### src/rtl/rtc_bus_sched.sv
// Arbitrates display-refresh reads and user-edit writes onto a multiplexed RTC address/data bus.
// Optional fair arbitration is enabled with RTC_SCHED_FAIR_EN; otherwise writes take priority.
module rtc_bus_sched #(
  parameter int PHASE_CYC = 4
) (
  input  logic       clk,
  input  logic       rst,
  input  logic       rd_req,
  input  logic [7:0] rd_addr,
  input  logic       wr_req,
  input  logic [7:0] wr_addr,
  input  logic [7:0] wr_data,
  output logic       rd_done,
  output logic [7:0] rd_data,
  output logic       wr_done,
  output logic       busy,
  output logic       cs_n,
  output logic       rd_n,
  output logic       wr_n,
  output logic       ale,
  output logic [7:0] ad_out,
  output logic       ad_oe,
  input  logic [7:0] ad_in
);

  // state   | meaning
  // IDLE    | bus released, waiting for a request
  // ADDR    | address driven, ale high
  // HOLD    | address held after ale falls
  // DATA    | rd_n or wr_n strobe low
  // RECOVER | strobes high, bus turned around; done pulsed on entry
  typedef enum logic [2:0] {IDLE, ADDR, HOLD, DATA, RECOVER} state_t;

  localparam logic [3:0] PHASE_LOAD = 4'(PHASE_CYC - 1);

  state_t     state;
  logic [3:0] phase_cnt;
  logic       is_wr;
  logic [7:0] data_lat;
  logic       grant_wr;
  logic       phase_end;

  assign phase_end = (phase_cnt == 4'd0);

`ifdef RTC_SCHED_FAIR_EN
  // 1 = last accepted request was a write
  logic last_grant;

  always_comb begin
    grant_wr = wr_req;
    if (rd_req && wr_req) grant_wr = ~last_grant;
  end

  always_ff @(posedge clk or negedge rst) begin
    if (!rst)
      last_grant <= 1'b1;
    else if (state == IDLE && (rd_req || wr_req))
      last_grant <= grant_wr;
  end
`else
  always_comb begin
    grant_wr = wr_req;
  end
`endif

  always_ff @(posedge clk or negedge rst) begin
    if (!rst) begin
      state     <= IDLE;
      phase_cnt <= 4'd0;
      is_wr     <= 1'b0;
      data_lat  <= 8'h00;
      cs_n      <= 1'b1;
      rd_n      <= 1'b1;
      wr_n      <= 1'b1;
      ale       <= 1'b0;
      ad_oe     <= 1'b0;
      ad_out    <= 8'h00;
      rd_data   <= 8'h00;
      rd_done   <= 1'b0;
      wr_done   <= 1'b0;
      busy      <= 1'b0;
    end else begin
      rd_done <= 1'b0;
      wr_done <= 1'b0;
      case (state)
        IDLE: begin
          if (rd_req || wr_req) begin
            state     <= ADDR;
            phase_cnt <= PHASE_LOAD;
            is_wr     <= grant_wr;
            data_lat  <= wr_data;
            cs_n      <= 1'b0;
            ale       <= 1'b1;
            ad_oe     <= 1'b1;
            ad_out    <= grant_wr ? wr_addr : rd_addr;
            busy      <= 1'b1;
          end
        end
        ADDR: begin
          if (phase_end) begin
            state     <= HOLD;
            phase_cnt <= PHASE_LOAD;
            ale       <= 1'b0;
          end else begin
            phase_cnt <= phase_cnt - 4'd1;
          end
        end
        HOLD: begin
          if (phase_end) begin
            state     <= DATA;
            phase_cnt <= PHASE_LOAD;
            if (is_wr) begin
              wr_n   <= 1'b0;
              ad_out <= data_lat;
            end else begin
              rd_n  <= 1'b0;
              ad_oe <= 1'b0;
            end
          end else begin
            phase_cnt <= phase_cnt - 4'd1;
          end
        end
        DATA: begin
          if (phase_end) begin
            state     <= RECOVER;
            phase_cnt <= PHASE_LOAD;
            cs_n      <= 1'b1;
            rd_n      <= 1'b1;
            wr_n      <= 1'b1;
            ad_oe     <= 1'b0;
            ad_out    <= 8'h00;
            if (is_wr) begin
              wr_done <= 1'b1;
            end else begin
              rd_done <= 1'b1;
              rd_data <= ad_in;
            end
          end else begin
            phase_cnt <= phase_cnt - 4'd1;
          end
        end
        RECOVER: begin
          if (phase_end) begin
            state <= IDLE;
            busy  <= 1'b0;
          end else begin
            phase_cnt <= phase_cnt - 4'd1;
          end
        end
        default: begin
          state <= IDLE;
          busy  <= 1'b0;
        end
      endcase
    end
  end

endmodule

### config.mk
export PLATFORM = sky130hd
export DESIGN_NAME = rtc_bus_sched
export DESIGN_NICKNAME = d
export VERILOG_FILES = /design/src/rtl/rtc_bus_sched.sv
export SDC_FILE = /design/constraint.sdc
export NUM_CORES = 1
export LEC_CHECK = 0
export ABC_AREA = 1
export CAP_MARGIN = 20
export CORE_MARGIN = 5
export CORE_UTILIZATION = 40
export DETAILED_ROUTE_END_ITERATION = 8
export DONT_BUFFER_PORTS = 1
export PLACE_DENSITY = 0.51
export SLEW_MARGIN = 20
export SYNTH_ARGS = -nofsm -noshare
export SYNTH_HDL_FRONTEND = slang
export SYNTH_SLANG_ARGS = --single-unit
### constraint.sdc
create_clock -name clk -period 3.63 [get_ports clk]
set_input_delay 0.363 -clock clk [delete_from_list [all_inputs] [get_ports clk]]
set_output_delay 0.363 -clock clk [all_outputs]
set_load 0.02 [all_outputs]
# Word level (Yosys, flattened, before mapping)
# Cells that the tools add are included.
[word_totals] register_bits=40 in_bits=36 out_inout_bits=24 word_cells=85
[classes] add_sub_neg=1 n_eq_ne=12 n_mux=36 bitwise_logic=2 n_reduce_logical=20
[op_table] cell="$mux W8" count=5
[op_table] cell="$pmux W8 S3" count=1
[op_table] cell="$ne A2 B2 Y1 const B" count=8
[op_table] cell="$mux W3" count=5
[op_table] cell="$pmux W3 S5" count=1
[op_table] cell="$reduce_and A3 Y1" count=5
[op_table] cell="$reduce_and A5 Y1" count=3
[op_table] cell="$mux W1" count=14
[op_table] cell="$mux W4" count=3
[op_table] cell="$pmux W4 S3" count=1
[op_table] cell="$pmux W1 S2" count=4
[op_table] cell="$reduce_and A4 Y1" count=2
[op_table] cell="$eq A3 B2 Y1 const B" count=2
[op_table] cell="$pmux W1 S3" count=2
[op_table] cell="$reduce_bool A2 Y1" count=3
[op_table] cell="$reduce_bool A3 Y1" count=2
[op_table] cell="$logic_not A4 Y1" count=1
[op_table] cell="$sub A4 B1 Y4 const B" count=1
[op_table] cell="$eq A3 B1 Y1 const B" count=1
[op_table] cell="$eq A3 B3 Y1 const B" count=1
[op_table] cell="$logic_not A3 Y1" count=1
[op_table] cell="$reduce_or A3 Y1" count=1
[op_table] cell="$not A1 Y1" count=2
[op_table] cell="$reduce_and A2 Y1" count=1
[op_table] cell="$logic_or A1 B1 Y1" count=1

# Longest topological paths before layout
# Gate-level depths: netlist of the first run.
[depth] depth_word=4 mapped_depth=9

# Worst setup path before layout of the first run
# No wires, ideal clock.
[synth_path] kind="register -> register" start="reg phase_cnt[0]" end="reg rd_data[2]" t_arrival_ns=1.238 slack_ns=2.271 path_stages_with_launch=9 n_path_buf=1 period_less_slack_ns=1.359 path_cell_list="dfrtp_1 > inv_1 > ha_1 > nand2_2 > inv_2 > nand3_4 > buf_6 > o21ai_1 > nand2_1"
[synth_via] elab_chain_len=2
[synth_rtl] element="from (decl)" line_no="37" text="logic [3:0] phase_cnt;"
[synth_rtl] element="from (signal assigned)" line_no="105" text="phase_cnt <= phase_cnt - 4'd1;"
[synth_rtl] element="from (signal assigned)" line_no="120" text="phase_cnt <= phase_cnt - 4'd1;"
[synth_rtl] element="from (signal assigned)" line_no="139" text="phase_cnt <= phase_cnt - 4'd1;"
[synth_rtl] element="$logic_not A4 Y1" line_no="43" text="assign phase_end = (phase_cnt == 4'd0);"
[synth_rtl] element="$reduce_and A3 Y1 (no source line)"
[synth_rtl] element="to (signal assigned)" line_no="136" text="rd_data <= ad_in;"
[synth_rtl] element="to (decl)" line_no="14" text="output logic [7:0] rd_data,"
# No other way between the ends.
# A chain may end at the register's enable or synchronous reset.

# Worst setup path in the final report of the first run
[layout_path] start="reg state[1]" end="reg data_lat[5]"
[layout_via] elab_chain_len=2
[layout_rtl] element="from (decl)" line_no="36" text="state_t state;"
[layout_rtl] element="from (signal assigned)" line_no="68" text="state <= IDLE;"
[layout_rtl] element="from (signal assigned)" line_no="88" text="state <= ADDR;"
[layout_rtl] element="from (signal assigned)" line_no="101" text="state <= HOLD;"
[layout_rtl] element="$logic_not A3 Y1" line_no="85" text="case (state)"
[layout_rtl] element="$reduce_and A2 Y1 (no source line)"
[layout_rtl] element="to (signal assigned)" line_no="91" text="data_lat <= wr_data;"
[layout_rtl] element="to (decl)" line_no="39" text="logic [7:0] data_lat;"
# No other way between the ends.

==> impl_results.md, run 1 <==
- Layout cells sized above 1: 0.121
- Mapped Area: 1940 um^2
- First-pass GRT wire length: 7610 um
- Grt total ovfl: 0
- #FFs+latches synth: 40
- IO Pins: 60
- Rel. slew slack: 0.562
- RSZ-0062 raised after global routing: no
- Slew @ Worst Pin: 0.653 ns
- DR WL met3: 399 um
- Critical path peak fanout: 13
- Crit Reg-Reg Endpoint: data_lat[5]
- Wire length on met2: 1890 um
- Reg2reg setup slack: 1.65 ns
- Crit path arrival time: around 2.2 ns
- Fill cells: 500
- Clk buf depth: 2
- RR Startpoint: state[1]
- Gr usage total: 0.153
- CP peak stage delay: 0.56 ns
- CP Launch Type: register
- Met1 WL: 2060 um
- DRC viols: 0
- Vias: approximately 1500
- Leak pwr: 1.04 nW
- TritonRoute pass-1 iters: 4
- Buf/Inv on CP: 2
- Syn Nets: 275
- Post-synth top area share: 0.477
- Area leader, netlist: dfrtp_1
- Setup TNS Final: 0 ns
- Pin count of the biggest net entering global routing: 41
- Core outline area: 4720 um^2
- DR WL/cell: 14.5 um
- Final setup vio count: 0
- Area Growth Syn to Fin: 9.61%
- DR iter-0 viols: 73
- DR top layer: met4
- CTS tree: built
- Vias in the first global route: 1524
- R2R depth: 6
- Sequential share of the synthesized area: 0.518
- Mapped Avg Cell Area: 8.18 um^2
- GPL Wtd Cong: 0.837
- Worst-skew pair later-pin latency: 0.30 ns
- Final-stage net count: 277
- Cells after synthesis: 237
- Starting Density: 0.411
- Die ar.: 6340 um^2
- Tot Pwr: 2.11 mW
- Worst setup EP type: register
- Hold-fix buffer count after cts: 2
- Worst path most repeated cell: nand2_1
- Root Driver: clkbuf_8
- PortBufs: 0
- Antenna fix cells: 0
- Top area cells in the synthesized netlist: dfrtp_1 (48%), nand2_1 (18%), o21ai_0 (6.7%)
- CP cell instances: inv_1 -> nand2_1 -> nor3_2 -> inv_1 -> nand2_1 -> nand2_1
- Pwr Density: 992 nW/um^2
- Hold Startpoint: ad_in[3]
- Footprint of the multi-input gates: 840 um^2
- Die height: approximately 80 um
- Fin crit period: 1.98 ns
- Critical Setup Path Class: register to register
- Worst hold-check path type: input pin to register
- Initial antenna violation count: 0
- Clock Skew: 0.00527 ns
- Clk sinks: 40
- Status: finished clean
- Hold EP: rd_data[3]
- Clk slew on worst S/H paths: 0.08 ns
- Post-CTS setup buffers: 0
- Final Cycle Share: 0.547
- Peak Freq: 0.504 GHz
- Routed WL: 4460 um
- Final Hold Viols: 0
- Routed Antenna Nets: 0
- Sequential standard cell area: 1000 um^2
- Largest delay share family, worst path: simple AND/OR/NAND/NOR gates
- VDD IR max: 341 uV
- Crit path required time: around 3.8 ns
- CP max-delay cell: dfrtp_1
- H-tree levels: 2
- Vias per inst: 4.87
- Layout Utilization: 0.450
- Maxcap violations: 0
- Detailed Place HPWL: 3270 um
- Die W: 79.6 um
- Hold Path Stages: 2
- Number of distinct library cells after synthesis: 27
- Final slew viol count: 0
- Std cell rows: 25
- TritonCTS Buffers: 5
- Synth warn: 0
- # resized after CTS: 0
area by class of cell:
type	count	area share
repair buffers	2	0.0141
clock inverters	3	0.0200
multi-input cells	177	0.395
well taps	67	0.0394
clock buffers	5	0.0324
flip-flops and latches	40	0.473
inverters	13	0.0265
Yosys cell counts:
cell type	instances
nand2_1	93
nand3_1	14
nor3_2	1
nor2_1	18
o21ai_0	26
nand2_4	2
o21ai_1	7
inv_1	8
nor2_2	2
dfstp_2	3
nor2_8	1
nor3_1	1
nand3_4	1
ha_1	2
inv_2	3
nand3_2	1
o22ai_1	1
inv_4	1
buf_2	4
inv_6	1
clkbuf_1	2
nand2_8	1
a21oi_1	3
buf_6	1
nor2_4	1
dfrtp_1	37
nand2_2	2
how the worst max path moves through the flow:
| stage | start | endpoint | slack (ns) | cells past startpoint |
|---|---|---|---|---|
| 2_1_floorplan | phase_cnt[0] | rd_data[2] | 2.27 | 8 |
| 3_3_place_gp | state[1] | data_lat[1] | 1.70 | 6 |
| 3_5_place_dp | state[1] | data_lat[5] | 1.65 | 6 |
| 4_1_cts | state[1] | data_lat[5] | 1.63 | 6 |
| 5_1_grt | state[1] | data_lat[1] | 1.41 | 6 |
| 6_report | state[1] | data_lat[5] | 1.65 | 6 |
cells in the final DEF, fill, tap and decap left out, drive strengths merged, types with 2 or more instances in the layout:
| master | instances |
|---|---|
| a21oi | 3 |
| clkbuf | 5 |
| dfrtp | 37 |
| dfstp | 3 |
| ha | 2 |
| inv | 13 |
| nand2 | 98 |
| nand3 | 16 |
| nor2 | 22 |
| nor3 | 2 |
| o21ai | 33 |
registers in the layout, indices dropped and copies added (netlist names):
name,cells
is_wr,1
cs_n,1
rd_n,1
state,3
wr_n,1
phase_cnt,4
ad_out,8
busy,1
data_lat,8
rd_data,8
ad_oe,1
ale,1
rd_done,1
wr_done,1
power breakdown:
part | internal, mW | leakage, nW | total [mW] | switching (mW)
Combinational | 0.261 | 0.508 | 0.754 | 0.493
Clock | 0.204 | 0.0541 | 0.368 | 0.164
Sequential | 0.659 | 0.483 | 0.988 | 0.328
routing by layer:
layer  global-route usage  vias to the layer above
met5                    0                        -
li1                     -                      755
met3               0.0632                       10
met1                0.199                      680
met2                0.225                       50
met4               0.0619                        0
kinds of logic after synthesis:
logic type	synth area share
flops	0.518
buf+inv	0.0490
fa+ha+maj	0.0129
compound gates	0.0961
simple gates	0.324
stage by stage:
step	hold slack (ns)	cells	worst slack, ns	area (um^2)
finish	0.177	307	1.65	2130
global route	0.179	307	1.41	2130
CTS	0.170	307	1.63	2130
detailed placement	0.0684	297	1.65	1980
global placement	0.0684	297	1.70	1980
floorplan	0.0674	237	2.27	1940
Power figures use the tool's default switching activity.
==> inputs of run 2 (changes only) <==
Clock period 3.63 ns to 1.9 ns, I/O delays scaled along.
==> impl_results.md, run 2 (synthesis gave the netlist of run 1 again) <==
- GPL Wtd Cong: 0.874 (+4.4%)
- PortBufs: 0 (unchanged)
- RSZ-0062 raised after global routing: no
- Grt total ovfl: 0 (unchanged)
- Starting Density: 0.411 (unchanged)
- Post-route cell area: 2210 um^2 (+3.8%)
- Most frequent cells in the layout: nand2_1 (93), dfrtp_1 (37), o21ai_0 (26)
- Final slew viol count: 0 (unchanged)
- TritonRoute pass-1 iters: 4 (unchanged)
- Routed Antenna Nets: 0 (unchanged)
- Clk slew on worst S/H paths: 0.08 ns (about the same)
- Routed WL: 4580 um (+2.7%)
- Final setup vio count: 0 (unchanged)
- Largest registers: ad_out: 8 flops, data_lat: 8 flops, rd_data: 8 flops
- TritonCTS Buffers: 5 (unchanged)
- Vias: 1540 (+3.0%)
- CP peak stage delay: 0.41 ns (-0.15 ns)
- DR iter-0 viols: 52 (-29%)
- Clk sinks: 40 (unchanged)
- Commonest non-fill, non-tap cell in the layout: nand2_1
- Setup TNS Final: 0 ns (unchanged)
- Crit path required time: 2.13 ns (-1.69 ns)
- Placed Area: 2000 um^2 (+0.76%)
- Die W: 79.6 um (unchanged)
- Clk buf depth: 2 (unchanged)
- Buf/Inv on CP: 2 (unchanged)
- Worst hold-check path type: input pin to register
- Std cell rows: 25 (unchanged)
- Final-stage net count: 287 (+3.6%)
- H-tree levels: 2 (unchanged)
- Area Growth Syn to Fin: 13.8%
- Die ar.: 6340 um^2 (unchanged)
- CP Launch Type: register
- Root Driver: clkbuf_8
- Worst path most repeated cell: nand2_1
- VDD IR max: 771 uV (+130%)
- Antenna fix cells: 0 (unchanged)
- DR WL/cell: 14.4 um (-0.57%)
- Peak Freq: 0.624 GHz (+24%)
- Core outline area: 4720 um^2 (unchanged)
- Crit path arrival time: 1.84 ns (-0.33 ns)
- Pwr Density: 1800 nW/um^2 (+82%)
- Vias in the first global route: 1590 (+4.3%)
- Clock Skew: 0.00597 ns (+0.000705 ns)
- Leak pwr: 1.08 nW (+3.1%)
- Final Cycle Share: 0.843 (+0.296)
- Layout cells sized above 1: 0.124 (+0.00317)
- Gr usage total: 0.161 (+0.00722)
- # resized after CTS: 0 (unchanged)
- Detailed Place HPWL: 3300 um (+0.84%)
- First-pass GRT wire length: 7840 um (+3.0%)
- Die height: 79.6 um (unchanged)
- Pin count of the biggest net entering global routing: 41 (unchanged)
- Final Hold Viols: 0 (unchanged)
- CP cell instances: inv_1 -> ha_1 -> nand2_2 -> inv_2 -> nand3_4 -> nor2_4 -> nand2_1 -> nand2_1
- Initial antenna violation count: 0 (unchanged)
- Largest delay share family, worst path: simple AND/OR/NAND/NOR gates
- Fin crit period: 1.60 ns (-0.383 ns)
- Critical Setup Path Class: register to register
- CTS tree: built
- CP max-delay cell: dfrtp_1
- DRC viols: 0 (unchanged)
- Fill cells: 484 (-3.2%)
- IO Pins: 60 (unchanged)
- Vias per inst: 4.86 (-0.24%)
- Worst-skew pair later-pin latency: 0.29 ns (about the same)
- Worst setup EP type: register
- Maxcap violations: 0 (unchanged)
- Slew @ Worst Pin: 0.445 ns (-0.207 ns)
- Critical path peak fanout: 14 (+1)
- Status: finished clean
- Rel. slew slack: 0.703 (+0.141)
==> run 2: power by group <==
| part | internal (mW) | leakage, nW | switching, mW |
|---|---|---|---|
| Sequential | 1.26 | 0.483 | 0.625 |
| Combinational | 0.533 | 0.551 | 0.962 |
| Clock | 0.294 | 0.0434 | 0.305 |
==> run 2: final cells by class <==
cell class,instances,area [um^2],area share
Tap cell,67,83.8,0.0380
Clock buffer,6,82.6,0.0374
Timing Repair Buffer,12,125,0.0567
Clock inverter,2,15.0,0.00680
Multi-Input combinational cell,177,840,0.380
Inverter,13,56.3,0.0255
Sequential cell,40,1000,0.455
==> run 2: metal layers <==
layer,wire [um],vias to the layer above,GRT usage
met5,0,-,0
met4,55,0,0.0619
met3,365,4,0.0598
met2,2050,52,0.239
met1,2110,701,0.212
li1,-,783,-
==> run 2: worst reg2reg max path, stage by stage (launching register included) <==
cell and delay (ns):
dfrtp_1 0.41, inv_1 0.11, ha_1 0.16, nand2_2 0.14
inv_2 0.15, nand3_4 0.18, nor2_4 0.24, nand2_1 0.09
nand2_1 0.07
==> run 2: timing repair <==
item,CTS,global route
hold buffers,10,0
buffers inserted,0,0
hold endpoints to repair,48,0
==> run 2: through the flow <==
stage	power [mW]	cells	worst slack, ns	hold WS [ns]	utilization
6_report	3.98	317	0.299	0.0174	0.467
3_5_place_dp	3.38	299	0.288	-0.105	0.423
2_1_floorplan	3.02	237	0.541	-0.106	-
3_3_place_gp	3.37	299	0.306	-0.105	0.423
4_1_cts	4.04	317	0.274	0.000854	0.467
5_1_grt	4.36	317	0.0957	0.00299	0.467
==> run 2: worst paths after layout <==
kind | start | to | slack (ns) | depth (start not counted)
worst max-delay path | phase_cnt[0] | rd_data[2] | 0.30 | 8
worst max register to register | phase_cnt[0] | rd_data[2] | 0.30 | 8
max in group asynchronous | rst | cs_n | 1.26 | 2
min in group asynchronous | rst | state[0] | 0.39 | 2
worst min register to register | data_lat[1] | data_lat[1] | 0.48 | 2
worst min-delay path | wr_data[5] | data_lat[5] | 0.02 | 2
==> inputs of run 3 (changes only) <==
Clock period 1.9 ns to 1.51 ns, I/O delays scaled along.
==> impl_results.md, run 3 (synthesis gave the netlist of run 1 again) <==
- Status: finished clean
- Worst slack, placed: -0.0204 ns (-0.308 ns)
- Non-Filler Instances: 333 (+5.0%)
- Gr usage total: 0.161 (+0.000279)
- Hold Startpoint: wr_req
- Rel. slew slack: 0.774 (+0.0711)
- Root Driver: clkbuf_8
- First-pass GRT wire length: 7870 um (+0.36%)
- R2R depth: 9 (+1)
- Reg2reg setup slack: 0.12 ns (-0.18 ns)
- DR iter-0 viols: 77 (+48%)
- Routed WL: 4630 um (+1.1%)
- Vias: 1598 (+3.8%)
- Routed Antenna Nets: 0 (unchanged)
- Die W: 79.6 um (unchanged)
- Slew @ Worst Pin: 0.336 ns (-0.109 ns)
- Clk slew on worst S/H paths: 0.07 ns (about the same)
- DR WL/cell: 13.9 um (-3.7%)
- Crit Reg-Reg Endpoint: ad_out[1]
- RSZ-0062 raised after global routing: no
- Maxcap violations: 0 (unchanged)
- Crit path required time: 1.69 ns (-0.44 ns)
- Critical Setup Path Class: register to register
- H-tree levels: 2 (unchanged)
- Pwr Density: 2200 nW/um^2 (+22%)
- RR Startpoint: phase_cnt[1]
- Setup WS post-layout: 0.121 ns (-0.177 ns)
- Post-route cell area: 2370 um^2 (+7.5%)
- DR top layer: met4
- Final setup vio count: 0 (unchanged)
- Pin count of the biggest net entering global routing: 41 (unchanged)
- Most frequent cells in the layout: nand2_1 (92), dfrtp_1 (36), o21ai_0 (24)
- Std cell rows: 25 (unchanged)
- CP Launch Type: register
- Commonest non-fill, non-tap cell in the layout: nand2_1
- GPL Wtd Cong: 0.865 (-1.0%)
- Met1 WL: 2130 um (+1.0%)
- CTS tree: built
- TritonRoute pass-1 iters: 4 (unchanged)
- Final-stage net count: 303 (+5.6%)
- Worst setup EP type: register
- VDD IR max: 937 uV (+21%)
- Grt total ovfl: 0 (unchanged)
- Largest registers: ad_out: 8 flops, data_lat: 8 flops, rd_data: 8 flops
- Inst Count DP: 303 (+1.3%)
- Core outline area: 4720 um^2 (unchanged)
- Final Cycle Share: 0.920 (+0.0767)
- Fin crit period: 1.39 ns (-0.213 ns)
- Hold EP: is_wr
- Crit path arrival time: 1.57 ns (-0.27 ns)
- Worst-skew pair later-pin latency: 0.29 ns (about the same)
- Final Hold Viols: 0 (unchanged)
- Die ar.: 6340 um^2 (unchanged)
- PortBufs: 0 (unchanged)
- Final slew viol count: 0 (unchanged)
- Die height: 79.6 um (unchanged)
- IO Pins: 60 (unchanged)
- DR WL met3: 357 um (-2.2%)
- Worst hold-check path type: input pin to register
- Clk buf depth: 2 (unchanged)
- Clk sinks: 40 (unchanged)
- Initial antenna violation count: 0 (unchanged)
- Antenna fix cells: 0 (unchanged)
- Vias in the first global route: 1665 (+4.7%)
- Vias per inst: 4.80 (-1.2%)
- DRC viols: 0 (unchanged)
- TritonCTS Buffers: 5 (unchanged)
- Peak Freq: 0.720 GHz (+15%)
- Starting Density: 0.411 (unchanged)
- Hold Path Stages: 2 (unchanged)
- Layout Utilization: 0.503 (+0.0352)
- Area Growth Syn to Fin: 22.4%
- Detailed Place HPWL: 3340 um (+1.2%)
- Leak pwr: 1.14 nW (+5.9%)
- Clock Skew: 0.00501 ns (-0.000963 ns)
- Wire length on met2: 2070 um (+0.63%)
- Setup TNS Final: 0 ns (unchanged)
- Layout cells sized above 1: 0.165 (+0.0414)
- Critical path peak fanout: 8 (-6)
- Placed Area: 2030 um^2 (+1.5%)
run 3: cell count changes in the layout (fill, tap and decap cells not counted), sizes merged:
cell / change
buf: +5
clkbuf: +1
clkinvlp: -1
dlygate4sd3: +8
nand3: +1
nor2: +2
run 3: worst max-delay path by stage:
stage	to	start	cells after the start
after floorplan	rd_data[2]	phase_cnt[0]	8
after detailed placement	rd_data[1]	phase_cnt[0]	8
after CTS	rd_data[1]	phase_cnt[0]	8
final	ad_out[1]	phase_cnt[1]	9
after global placement	rd_data[0]	phase_cnt[0]	8
after global routing	data_lat[4]	state[1]	6
run 3: layout make-up:
class	instances	area, um^2
fill	459	2350
sequential	40	1010
multi-input combinational	180	886
timing repair buffer	25	243
clock buffer	7	86.3
tap	67	83.8
inverter	13	61.3
clock inverter	1	7.51
run 3: per-layer routing:
layer / vias to the layer above / global-route usage
met4: 0 / 0.0636
met3: 7 / 0.0621
met5: - / 0
met1: 721 / 0.205
li1: 820 / -
met2: 50 / 0.245
run 3: what timing repair did:
item	in CTS	in global routing
pin swaps	1	4
gates resized for setup	2	10
cloned	1	2
setup buffers	0	1
hold buffers	18	0
setup endpoints to repair	8	30
hold endpoints to repair	56	0
run 3: report_power, final:
part | switching (mW) | total [mW] | internal [mW]
combinational | 1.40 | 2.19 | 0.794
clock | 0.360 | 0.731 | 0.371
sequential | 0.709 | 2.30 | 1.59
total | 2.47 | 5.22 | 2.75
run 3: stage by stage:
step	hold slack, ns	power, mW
final	0.0111	5.22
after global placement	-0.144	4.31
after detailed placement	-0.143	4.32
after floorplan	-0.145	3.80
after global routing	0.0270	5.72
after CTS	0.00298	5.15
run 3: worst max-delay path: stages (launching register included):
cell,delay (ns)
dfrtp_1,0.38
inv_1,0.10
ha_2,0.20
nand2_4,0.10
nand2_8,0.09
nand2_4,0.07
nor2_8,0.15
inv_4,0.07
nand2_1,0.06
nand2_1,0.05
